--- src/rtl/rv32_types.sv ---
// Shared types and opcode constants for the RV32I decode stage and its neighbours.
package rv32_types;

    localparam logic [6:0] OpcLui     = 7'b0110111;
    localparam logic [6:0] OpcAuipc   = 7'b0010111;
    localparam logic [6:0] OpcJal     = 7'b1101111;
    localparam logic [6:0] OpcJalr    = 7'b1100111;
    localparam logic [6:0] OpcBranch  = 7'b1100011;
    localparam logic [6:0] OpcLoad    = 7'b0000011;
    localparam logic [6:0] OpcStore   = 7'b0100011;
    localparam logic [6:0] OpcOpImm   = 7'b0010011;
    localparam logic [6:0] OpcOp      = 7'b0110011;
    localparam logic [6:0] OpcMiscMem = 7'b0001111;
    localparam logic [6:0] OpcSystem  = 7'b1110011;

    typedef enum logic [3:0] {
        AluAdd, AluSub, AluSll, AluSlt, AluSltu, AluXor, AluSrl, AluSra, AluOr, AluAnd, AluPassB
    } alu_op_t;

    typedef enum logic [1:0] {MemNone, MemLoad, MemStore} mem_op_t;

    typedef enum logic [2:0] {ImmNone, ImmI, ImmS, ImmB, ImmU, ImmJ} imm_type_t;

    typedef struct packed {
        logic        do_jump;
        logic [31:0] jump_addr;
    } jump_request_t;

    typedef struct packed {
        logic [31:0] pc;
        logic        generate_nop;
    } fetch_decode_buffer_t;

    typedef struct packed {
        logic        valid;
        logic        illegal;
        logic [31:0] pc;
        logic [6:0]  opcode;
        logic [2:0]  funct3;
        logic [4:0]  rd;
        logic [4:0]  rs1;
        logic [4:0]  rs2;
        logic [31:0] rs1_value;
        logic [31:0] rs2_value;
        logic [31:0] imm;
        alu_op_t     alu_op;
        logic        alu_use_imm;
        logic        alu_use_pc;
        mem_op_t     mem_op;
    } decode_exec_buffer_t;

    // Only register-register OP uses instr[30] to select SUB; OP-IMM uses it for SRAI only.
    function automatic alu_op_t alu_from_funct(logic [2:0] funct3, logic bit30, logic is_op);
        alu_op_t op;
        case (funct3)
            3'b000:  op = (is_op && bit30) ? AluSub : AluAdd;
            3'b001:  op = AluSll;
            3'b010:  op = AluSlt;
            3'b011:  op = AluSltu;
            3'b100:  op = AluXor;
            3'b101:  op = bit30 ? AluSra : AluSrl;
            3'b110:  op = AluOr;
            default: op = AluAnd;
        endcase
        return op;
    endfunction

endpackage

--- src/rtl/rv32_imm_gen.sv ---
// Immediate generator: sign-extended I/S/B/U/J immediates from the instruction word.
module rv32_imm_gen
    import rv32_types::*;
(
    input  logic [31:0] instr,
    input  imm_type_t   imm_type,
    output logic [31:0] imm
);

    always_comb begin
        imm = 32'd0;
        case (imm_type)
            ImmI:    imm = {{20{instr[31]}}, instr[31:20]};
            ImmS:    imm = {{20{instr[31]}}, instr[31:25], instr[11:7]};
            ImmB:    imm = {{19{instr[31]}}, instr[31], instr[7], instr[30:25], instr[11:8], 1'b0};
            ImmU:    imm = {instr[31:12], 12'd0};
            ImmJ:    imm = {{11{instr[31]}}, instr[31], instr[19:12], instr[20], instr[30:21],
                            1'b0};
            default: imm = 32'd0;
        endcase
    end

endmodule

--- src/rtl/rv32_decode_stage.sv ---
// RV32I decode stage: decodes the fetched word, detects load-use hazards and registers
// the result for execute; a word arriving during stop/stall is held until it can advance.
module rv32_decode_stage
    import rv32_types::*;
(
    input  logic                 clk,
    input  logic                 reset,
    input  logic                 stop,
    input  jump_request_t        jump_request,
    input  fetch_decode_buffer_t fetch_decode_buff,
    input  logic [31:0]          instr,
    output logic [4:0]           rs1_addr,
    output logic [4:0]           rs2_addr,
    input  logic [31:0]          rs1_data,
    input  logic [31:0]          rs2_data,
    output logic                 stall,
    output decode_exec_buffer_t  decode_exec_buff
);

    decode_exec_buffer_t dexec_q, dexec_d, dec;
    logic                hold_valid_q, hold_valid_d;
    logic [31:0]         hold_instr_q, hold_instr_d;

    logic [31:0] eff_instr;
    logic [6:0]  opcode, funct7;
    logic [2:0]  funct3;
    logic [4:0]  rd_f, rs1_f, rs2_f;
    logic        illegal, uses_rs1, uses_rs2, writes_rd, use_imm, use_pc, hazard, do_jump;
    alu_op_t     alu_op;
    mem_op_t     mem_op;
    imm_type_t   imm_type;
    logic [31:0] imm;
    logic        unused_jump_addr;

    assign unused_jump_addr = ^jump_request.jump_addr;
    assign do_jump   = jump_request.do_jump;
    assign eff_instr = hold_valid_q ? hold_instr_q : instr;
    assign opcode    = eff_instr[6:0];
    assign funct3    = eff_instr[14:12];
    assign funct7    = eff_instr[31:25];
    assign rd_f      = eff_instr[11:7];
    assign rs1_f     = eff_instr[19:15];
    assign rs2_f     = eff_instr[24:20];
    assign rs1_addr  = rs1_f;
    assign rs2_addr  = rs2_f;

    rv32_imm_gen u_imm_gen (
        .instr    (eff_instr),
        .imm_type (imm_type),
        .imm      (imm)
    );

    always_comb begin
        illegal   = 1'b0;
        imm_type  = ImmNone;
        uses_rs1  = 1'b0;
        uses_rs2  = 1'b0;
        writes_rd = 1'b0;
        use_imm   = 1'b0;
        use_pc    = 1'b0;
        alu_op    = AluAdd;
        mem_op    = MemNone;
        if (eff_instr[1:0] != 2'b11) begin
            illegal = 1'b1;
        end else begin
            case (opcode)
                OpcLui: begin
                    imm_type = ImmU; writes_rd = 1'b1; use_imm = 1'b1; alu_op = AluPassB;
                end
                OpcAuipc: begin
                    imm_type = ImmU; writes_rd = 1'b1; use_imm = 1'b1; use_pc = 1'b1;
                end
                OpcJal: begin
                    imm_type = ImmJ; writes_rd = 1'b1; use_imm = 1'b1; use_pc = 1'b1;
                end
                OpcJalr: begin
                    imm_type = ImmI; writes_rd = 1'b1; uses_rs1 = 1'b1; use_imm = 1'b1;
                    illegal  = (funct3 != 3'b000);
                end
                OpcBranch: begin
                    imm_type = ImmB; uses_rs1 = 1'b1; uses_rs2 = 1'b1;
                    use_imm  = 1'b1; use_pc = 1'b1;
                    illegal  = (funct3 == 3'b010) || (funct3 == 3'b011);
                end
                OpcLoad: begin
                    imm_type = ImmI; writes_rd = 1'b1; uses_rs1 = 1'b1; use_imm = 1'b1;
                    mem_op   = MemLoad;
                    illegal  = (funct3 == 3'b011) || (funct3 == 3'b110) || (funct3 == 3'b111);
                end
                OpcStore: begin
                    imm_type = ImmS; uses_rs1 = 1'b1; uses_rs2 = 1'b1; use_imm = 1'b1;
                    mem_op   = MemStore;
                    illegal  = (funct3 > 3'b010);
                end
                OpcOpImm: begin
                    imm_type  = ImmI; writes_rd = 1'b1; uses_rs1 = 1'b1; use_imm = 1'b1;
                    alu_op    = alu_from_funct(funct3, eff_instr[30], 1'b0);
                    if (funct3 == 3'b001) illegal = (funct7 != 7'b0000000);
                    if (funct3 == 3'b101) illegal = (funct7 != 7'b0000000) &&
                                                    (funct7 != 7'b0100000);
                end
                OpcOp: begin
                    writes_rd = 1'b1; uses_rs1 = 1'b1; uses_rs2 = 1'b1;
                    alu_op    = alu_from_funct(funct3, eff_instr[30], 1'b1);
                    illegal   = (funct7 != 7'b0000000) &&
                                !((funct7 == 7'b0100000) &&
                                  ((funct3 == 3'b000) || (funct3 == 3'b101)));
                end
                OpcMiscMem: illegal = (funct3 != 3'b000);
                OpcSystem: begin
                    imm_type = ImmI;
                    illegal  = (eff_instr != 32'h0000_0073) && (eff_instr != 32'h0010_0073);
                end
                default: illegal = 1'b1;
            endcase
        end
    end

    // Illegal entries carry only pc and the illegal flag so execute never acts on them.
    always_comb begin
        dec         = '0;
        dec.valid   = 1'b1;
        dec.illegal = illegal;
        dec.pc      = fetch_decode_buff.pc;
        if (!illegal) begin
            dec.opcode      = opcode;
            dec.funct3      = funct3;
            dec.rd          = writes_rd ? rd_f : 5'd0;
            dec.rs1         = uses_rs1 ? rs1_f : 5'd0;
            dec.rs2         = uses_rs2 ? rs2_f : 5'd0;
            dec.rs1_value   = (uses_rs1 && rs1_f != 5'd0) ? rs1_data : 32'd0;
            dec.rs2_value   = (uses_rs2 && rs2_f != 5'd0) ? rs2_data : 32'd0;
            dec.imm         = imm;
            dec.alu_op      = alu_op;
            dec.alu_use_imm = use_imm;
            dec.alu_use_pc  = use_pc;
            dec.mem_op      = mem_op;
        end
    end

    always_comb begin
        hazard = dexec_q.valid && (dexec_q.mem_op == MemLoad) && (dexec_q.rd != 5'd0) &&
                 !illegal &&
                 ((uses_rs1 && dexec_q.rd == rs1_f) || (uses_rs2 && dexec_q.rd == rs2_f));
        stall  = hazard && !fetch_decode_buff.generate_nop && !stop && !do_jump;
    end

    always_comb begin
        dexec_d = dexec_q;
        if (do_jump) begin
            dexec_d = '0;
        end else if (stop) begin
            dexec_d = dexec_q;
        end else if (stall || fetch_decode_buff.generate_nop) begin
            dexec_d = '0;
        end else begin
            dexec_d = dec;
        end
    end

    // The bus word is only valid in its first cycle, so capture it if it cannot advance.
    always_comb begin
        hold_valid_d = hold_valid_q;
        hold_instr_d = hold_instr_q;
        if (do_jump) begin
            hold_valid_d = 1'b0;
        end else if (!hold_valid_q && !fetch_decode_buff.generate_nop && (stop || stall)) begin
            hold_valid_d = 1'b1;
            hold_instr_d = instr;
        end else if (hold_valid_q && !stop && !stall) begin
            hold_valid_d = 1'b0;
        end
    end

    always_ff @(posedge clk or posedge reset) begin
        if (reset) begin
            dexec_q      <= '0;
            hold_valid_q <= 1'b0;
            hold_instr_q <= 32'd0;
        end else begin
            dexec_q      <= dexec_d;
            hold_valid_q <= hold_valid_d;
            hold_instr_q <= hold_instr_d;
        end
    end

    assign decode_exec_buff = dexec_q;

endmodule

--- config.mk ---
export PLATFORM = sky130hd
export DESIGN_NAME = rv32_decode_stage
export DESIGN_NICKNAME = d
export VERILOG_FILES = /design/src/rtl/rv32_types.sv /design/src/rtl/rv32_imm_gen.sv /design/src/rtl/rv32_decode_stage.sv
export SDC_FILE = /design/constraint.sdc
export NUM_CORES = 1
export LEC_CHECK = 0
export CORE_UTILIZATION = 40
export CTS_BUF_LIST = sky130_fd_sc_hd__clkbuf_4
export CTS_CLUSTER_DIAMETER = 150
export DETAILED_ROUTE_END_ITERATION = 8
export PLACE_DENSITY_LB_ADDON = 0.08
export SLEW_MARGIN = 25
export SYNTH_ARGS = -nofsm -noshare
export SYNTH_HDL_FRONTEND = slang
export SYNTH_SLANG_ARGS = --single-unit
--- constraint.sdc ---
create_clock -name clk -period 9.4 [get_ports clk]
set_clock_uncertainty 0.05 [all_clocks]
set_input_delay 0.94 -clock clk [delete_from_list [all_inputs] [get_ports clk]]
set_output_delay 0.94 -clock clk [all_outputs]
set_load 0.02 [all_outputs]
# Yosys cells after proc, flatten, opt, wreduce, memory -nomap -nowiden
# Cells that the tools add are included.
# op_classes
addsub	0
n_mul	0
div_mod_pow	0
magnitude_cmp	1
eq_ne	32
n_shift	0
n_mux	38
n_bitwise	1
reduce_logical	50
# ops
operator	n
$mux W163	3
$pmux W32 S5	1
$mux W129	1
$mux W32	3
$pmux W4 S7	2
$ne A32 B21 Y1 const B	1
$ne A32 B7 Y1 const B	1
$eq A7 B6 Y1 const B	4
$eq A7 B7 Y1 const B	4
$logic_and A1 B1 Y1	19
$eq A3 B3 Y1 const B	6
$mux W1	18
$mux W5	3
$pmux W3 S5	1
$reduce_bool A5 Y1	3
$eq A7 B5 Y1 const B	2
$eq A3 B2 Y1 const B	4
$pmux W4 S3	1
$eq A5 B5 Y1	2
$reduce_or A3 Y1	3
$pmux W1 S8	1
$reduce_or A8 Y1	1
$eq A7 B2 Y1 const B	1
$eq A7 B4 Y1 const B	1
other kinds (21)	36
# totals
ff_bits	196
latchBits	0
ramBits	0
rom_bits	0
input_bits	165
out_inout_bits	174
word_cells	139
n_memories	0

# Depth between registers and ports, before layout
# depth
ltp_word	19
mapped_depth	15
mapped_depth_nobuf	7

# Cells and area by module
# Synthesis repeated with hierarchy kept, for this count alone.
# unflattened
hier_cells	728
area_unflattened_um2	9046.2
# modules_own_cells
mod	instances	cells_each	area_per_inst_um2
rv32_decode_stage	1	662	8655.8
rv32_imm_gen	1	66	390.4

# Worst setup path after synthesis
# No wires, ideal clock.
# synth_path
kind	input to output
from	in instr[6]
to	out stall
arrival_time_ps	3242
setup_slack_ps	5168
cell_stages	9
path_buffers	3
path_cell_list	clkbuf_1 mux2i_1 clkbuf_1 nor3_1 o2111ai_1 o21ai_1 or3_1 clkbuf_1 nor4_1
# synth_between
elab_chain_len	11
elab_cells_between_ends	34
# synth_lines
element	line	source
from (decl)	rv32_decode_stage.sv:11	input logic [31:0] instr,
$mux W32 *	rv32_decode_stage.sv:37	assign eff_instr = hold_valid_q ? hold_instr_q : instr;
$ne A32 B7 Y1 (tied with other cells)	rv32_decode_stage.sv:112	illegal = (eff_instr != 32'h0000_0073) && (eff_instr != 32'h0010_0073);
$logic_and A1 B1 Y1 (tied with other cells)	rv32_decode_stage.sv:112	
$pmux W1 S8 / $mux W1 (equally long branches)	rv32_decode_stage.sv:66	case (opcode)
$mux W1	rv32_decode_stage.sv:63	if (eff_instr[1:0] != 2'b11) begin
$logic_not A1 Y1 / $logic_and A1 B1 Y1 (equally long branches)	rv32_decode_stage.sv:143, rv32_decode_stage.sv:144	
$logic_and A1 B1 Y1 / $logic_or A1 B1 Y1 (equally long branches)	rv32_decode_stage.sv:142, rv32_decode_stage.sv:144	
$logic_and A1 B1 Y1 *	rv32_decode_stage.sv:143	!illegal &&
$logic_and A1 B1 Y1 * (3 in a row)	rv32_decode_stage.sv:145	stall = hazard && !fetch_decode_buff.generate_nop && !stop && !do_jump;
to (decl)	rv32_decode_stage.sv:16	output logic stall,
# Every way passes the cells marked *; elsewhere a longest branch is shown, timed or not.

# Worst setup path in the final report
# layout_path
from	reg hold_valid_q
to	out stall
# layout_between
elab_chain_len	14
elab_cells_between_ends	59
# layout_lines
element	line	source
from (decl)	rv32_decode_stage.sv:21	logic hold_valid_q, hold_valid_d;
from (signal assigned)	rv32_decode_stage.sv:182	hold_valid_q <= hold_valid_d;
$mux W32 *	rv32_decode_stage.sv:37	
$eq A3 B3 Y1 / $logic_not A3 Y1 (equally long branches)	rv32_decode_stage.sv:99, rv32_decode_stage.sv:107	
$logic_or A1 B1 Y1	rv32_decode_stage.sv:107	((funct3 == 3'b000) || (funct3 == 3'b101)));
$logic_and A1 B1 Y1	rv32_decode_stage.sv:106	!((funct7 == 7'b0100000) &&
$logic_not A1 Y1	rv32_decode_stage.sv:106	
$logic_and A1 B1 Y1	rv32_decode_stage.sv:105	illegal = (funct7 != 7'b0000000) &&
$pmux W1 S8	rv32_decode_stage.sv:66	
$mux W1	rv32_decode_stage.sv:63	
$logic_not A1 Y1	rv32_decode_stage.sv:143	
$logic_and A1 B1 Y1	rv32_decode_stage.sv:142	hazard = dexec_q.valid && (dexec_q.mem_op == MemLoad) && (dexec_q.rd != 5'd0) &&
$logic_and A1 B1 Y1 *	rv32_decode_stage.sv:143	
$logic_and A1 B1 Y1 * (3 in a row)	rv32_decode_stage.sv:145	
# Marked as above.

==> flow_summary.yaml <==
run_status:
  status: "complete, no violations"
critical_path:
  r2r-end: "decode_exec_buff[71]"
  worstPathRequired_ns: 8.41
  r2r_cells: 10
  path_cells: "buf_4, or3b_4, a22oi_4, or3b_1, nor3_1, a21oi_1, nor4_1, clkdlybuf4s50_1"
  timing.rr.start: "hold_valid_q"
  max_stage_delay_ns: 0.82
  endpoint_kind: "primary output"
  critPathBufInv: 2
  crit_family: "simple AND/OR/NAND/NOR gates"
  cp-startpoint: "hold_valid_q"
  start_kind: "register"
  worstSetupPathType: "reg2out"
  rrSetupSlack_ns: 4.04
  worstPathMaxFanout: 49
  crit_arrival_ns: 4.83
  cp_slowest_cell: "dfrtp_2"
synth:
  synth_mux_area_share_pct: 3.742
  postSynthAreaPerCell_um2: 10.07
  synthSimpleGateAreaFrac_pct: 18.05
  synthXorXnorAreaFrac_pct: 1.037
  syn-num-nets: 1171
  async_flop_share_pct: 100.0
  synth_area_um2: 10130
  yosysSeqAreaShare_pct: 48.41
  syn_inst: 1006
  yosys.area.top_type: "dfrtp_1"
  synthAdderAreaFrac_pct: 0
  synth_edf_count: 0
  ys_types: 62
  synthTopCellsByArea: "dfrtp_1, a32o_1, nand2_1, or4_1, clkbuf_1"
  synth_top_area_share_pct: 48.41
  synth_ff_type: "dfrtp_1"
  ys_seq_elements: 196
  synth_top_family_by_area: "compound AO/OA/AOI/OAI gates"
  synth-compound-area-share_pct: 23.57
  yosysWarnings: 0
cells_and_area:
  nFillCells: 2221
  final_cells: 1594
  multi_input_comb_area_um2: 4728
  postLayoutCoreUtil_pct: 55.55
  seq_area_um2: 4906
  drive_gt1_share_pct: 7.013
  nNetsFinal: 1421
  syn_to_final_growth_pct: 34.89
clock_network:
  htree_levels: 4
  cts_resized: 0
  clk_pin_slew_worst_paths_ns: 0.18
  insertion_delay_ns: 0.61
  cts_sinks: 196
  cts_buffers: 17
  tritoncts: "yes"
  postCtsHoldBufs: 0
  cts_root_buf: "clkbuf_4"
  cts_setup_buffers: 0
  cts_max_path_buffers: 2
min_path:
  min_from: "decode_exec_buff[122]"
  holdPathEnd: "decode_exec_buff[122]"
  hold_depth: 2
  hp-class: "reg2reg"
timing:
  period_share_pct: 61.88
  fin_setup_tns_ns: 0
  setup_viol: 0
  rsz0062_at_grt: "no"
  max_freq_mhz: 171.9
  maxSlewHeadroom_pct: 31.91
  worst_pin_slew_ns: 0.9930
  fin_crit_ns: 5.817
  hold_violations: 0
  drv_slew: 0
route:
  drcViolationCount: 0
  vias_per_cell: 5.957
  routedWlPerCell_um: 21.55
  ant_nets: 0
  drt-initial-drc-count: 862
  via_count: 9495
  wl_um: 34350
  drt-pass1-iter-count: 5
floorplanning:
  num_rows: 57
  coreArea_um2: 24600
  die_area_um2: 25970
  pin_count: 339
  initial_core_util_pct: 41.18
  die_w_um: 161.2
  die_y_um: 161.2
global_route:
  grt_max_degree: 126
  antenna_found_initial: 1
  first_global_vias: 9198
  track_usage_pct: 26.27
  grt_pass1_wl_um: 52950
  grt_overflow: 0
placement:
  hpwl_um: 22980
  gp_congestion: 0.9400
  place_inst: 1560
  port_buffers: 306
job:
  max_cap_violations: 0
power:
  p_leak_nw: 5.280
  p_per_area_nw_per_um2: 118.9
  peakVddDrop_v: 0.00008111
worst max path at each step:
stage                      endpoint  depth (start not counted)
6_report                      stall                          8
5_1_grt                       stall                          9
4_1_cts                       stall                          8
3_5_place_dp   decode_exec_buff[49]                         10
3_3_place_gp   decode_exec_buff[18]                         10
2_1_floorplan   decode_exec_buff[0]                          1
final cells by class:
class | count | share of cell area, %
diodes | 1 | 0.01831
clock buffers | 17 | 0.9338
clock inverters | 15 | 1.126
inverters | 14 | 0.4394
multi-input cells | 692 | 34.60
flip-flops and latches | 196 | 35.90
well taps | 324 | 2.966
repair buffers | 335 | 24.02
synthesized netlist by cell type, types with 3 or more instances:
| library cell | instances |
|---|---|
| dfrtp_1 | 196 |
| nand2_1 | 110 |
| a32o_1 | 107 |
| clkbuf_1 | 80 |
| o21ai_0 | 54 |
| or4_1 | 41 |
| nand3_1 | 38 |
| nor2b_1 | 34 |
| a221oi_1 | 33 |
| and3_1 | 32 |
| o21ai_1 | 26 |
| nor2_1 | 25 |
| mux2i_1 | 21 |
| a21oi_1 | 19 |
| mux2_2 | 15 |
| inv_1 | 14 |
| nor3_1 | 13 |
| a31oi_1 | 12 |
| o31ai_1 | 12 |
| buf_2 | 10 |
| xnor2_1 | 10 |
| a32oi_1 | 8 |
| buf_6 | 8 |
| nor4_1 | 8 |
| nand3b_1 | 7 |
| o21a_1 | 7 |
| nor4b_1 | 5 |
| a22o_1 | 4 |
| nand4_1 | 4 |
| or3_1 | 4 |
| and2_1 | 3 |
| nand2b_1 | 3 |
| o2111ai_1 | 3 |
power by group:
group          switching (mW)  total (mW)  internal, mW
registers              0.0149       0.872         0.857
clock network           0.347       0.470         0.123
logic                   0.162       0.282         0.120
cell families after synthesis:
family,after synthesis
simple gates,339
compound gates,305
flops,196
buf+inv,118
mux,36
xor+xnor,12
tightest hold or removal path, stage by stage (launching register included):
cell     delay, ns
dfrtp_1       0.38
nand2_1       0.05
nand2_1       0.05
state kept, by name (all words and copies together), names as in the netlist:
signal            flops
hold_valid_q          1
hold_instr_q         32
decode_exec_buff    163
layer usage:
metal / global-route usage (%) / part of all wire (%)
met2: 42.30 / 47
met3: 6.959 / 7.9
met1: 33.96 / 42
met4: 9.520 / 3.0
met5: 0 / 0
cells in the final DEF, fill, tap and decap left out, types with 3 or more instances in the layout:
master,n
dfrtp_1,195
o21ai_1,26
nor3_1,12
nand3b_1,7
inv_1,13
clkdlybuf4s50_1,305
nand2b_1,3
mux2i_1,21
a221oi_1,33
mux2_2,15
a31oi_1,12
nand4_1,4
nand2_1,110
nor2b_1,34
buf_4,27
and2_1,3
a21oi_1,18
or3_1,4
and3_1,32
inv_6,5
o31ai_1,12
a22o_1,4
a32o_1,107
nand3_1,38
o2111ai_1,3
nor2_1,23
o21ai_0,54
nor4b_1,5
inv_8,5
a32oi_1,8
or4_1,41
nor4_1,8
clkbuf_4,17
o21a_1,7
xnor2_1,10
through the flow:
stage               cell area (um^2)  power (mW)  setup slack (ns)  hold WS [ns]
floorplan                      10130       1.031             3.069        0.4552
global placement               13370       1.166             4.000        0.4091
detailed placement             13370       1.168             4.027        0.4164
CTS                            13650       1.641             3.569        0.4568
global route                   13670       1.693             3.269        0.4745
finish                         13670       1.625             3.583        0.4527
Power figures use the tool's default switching activity.
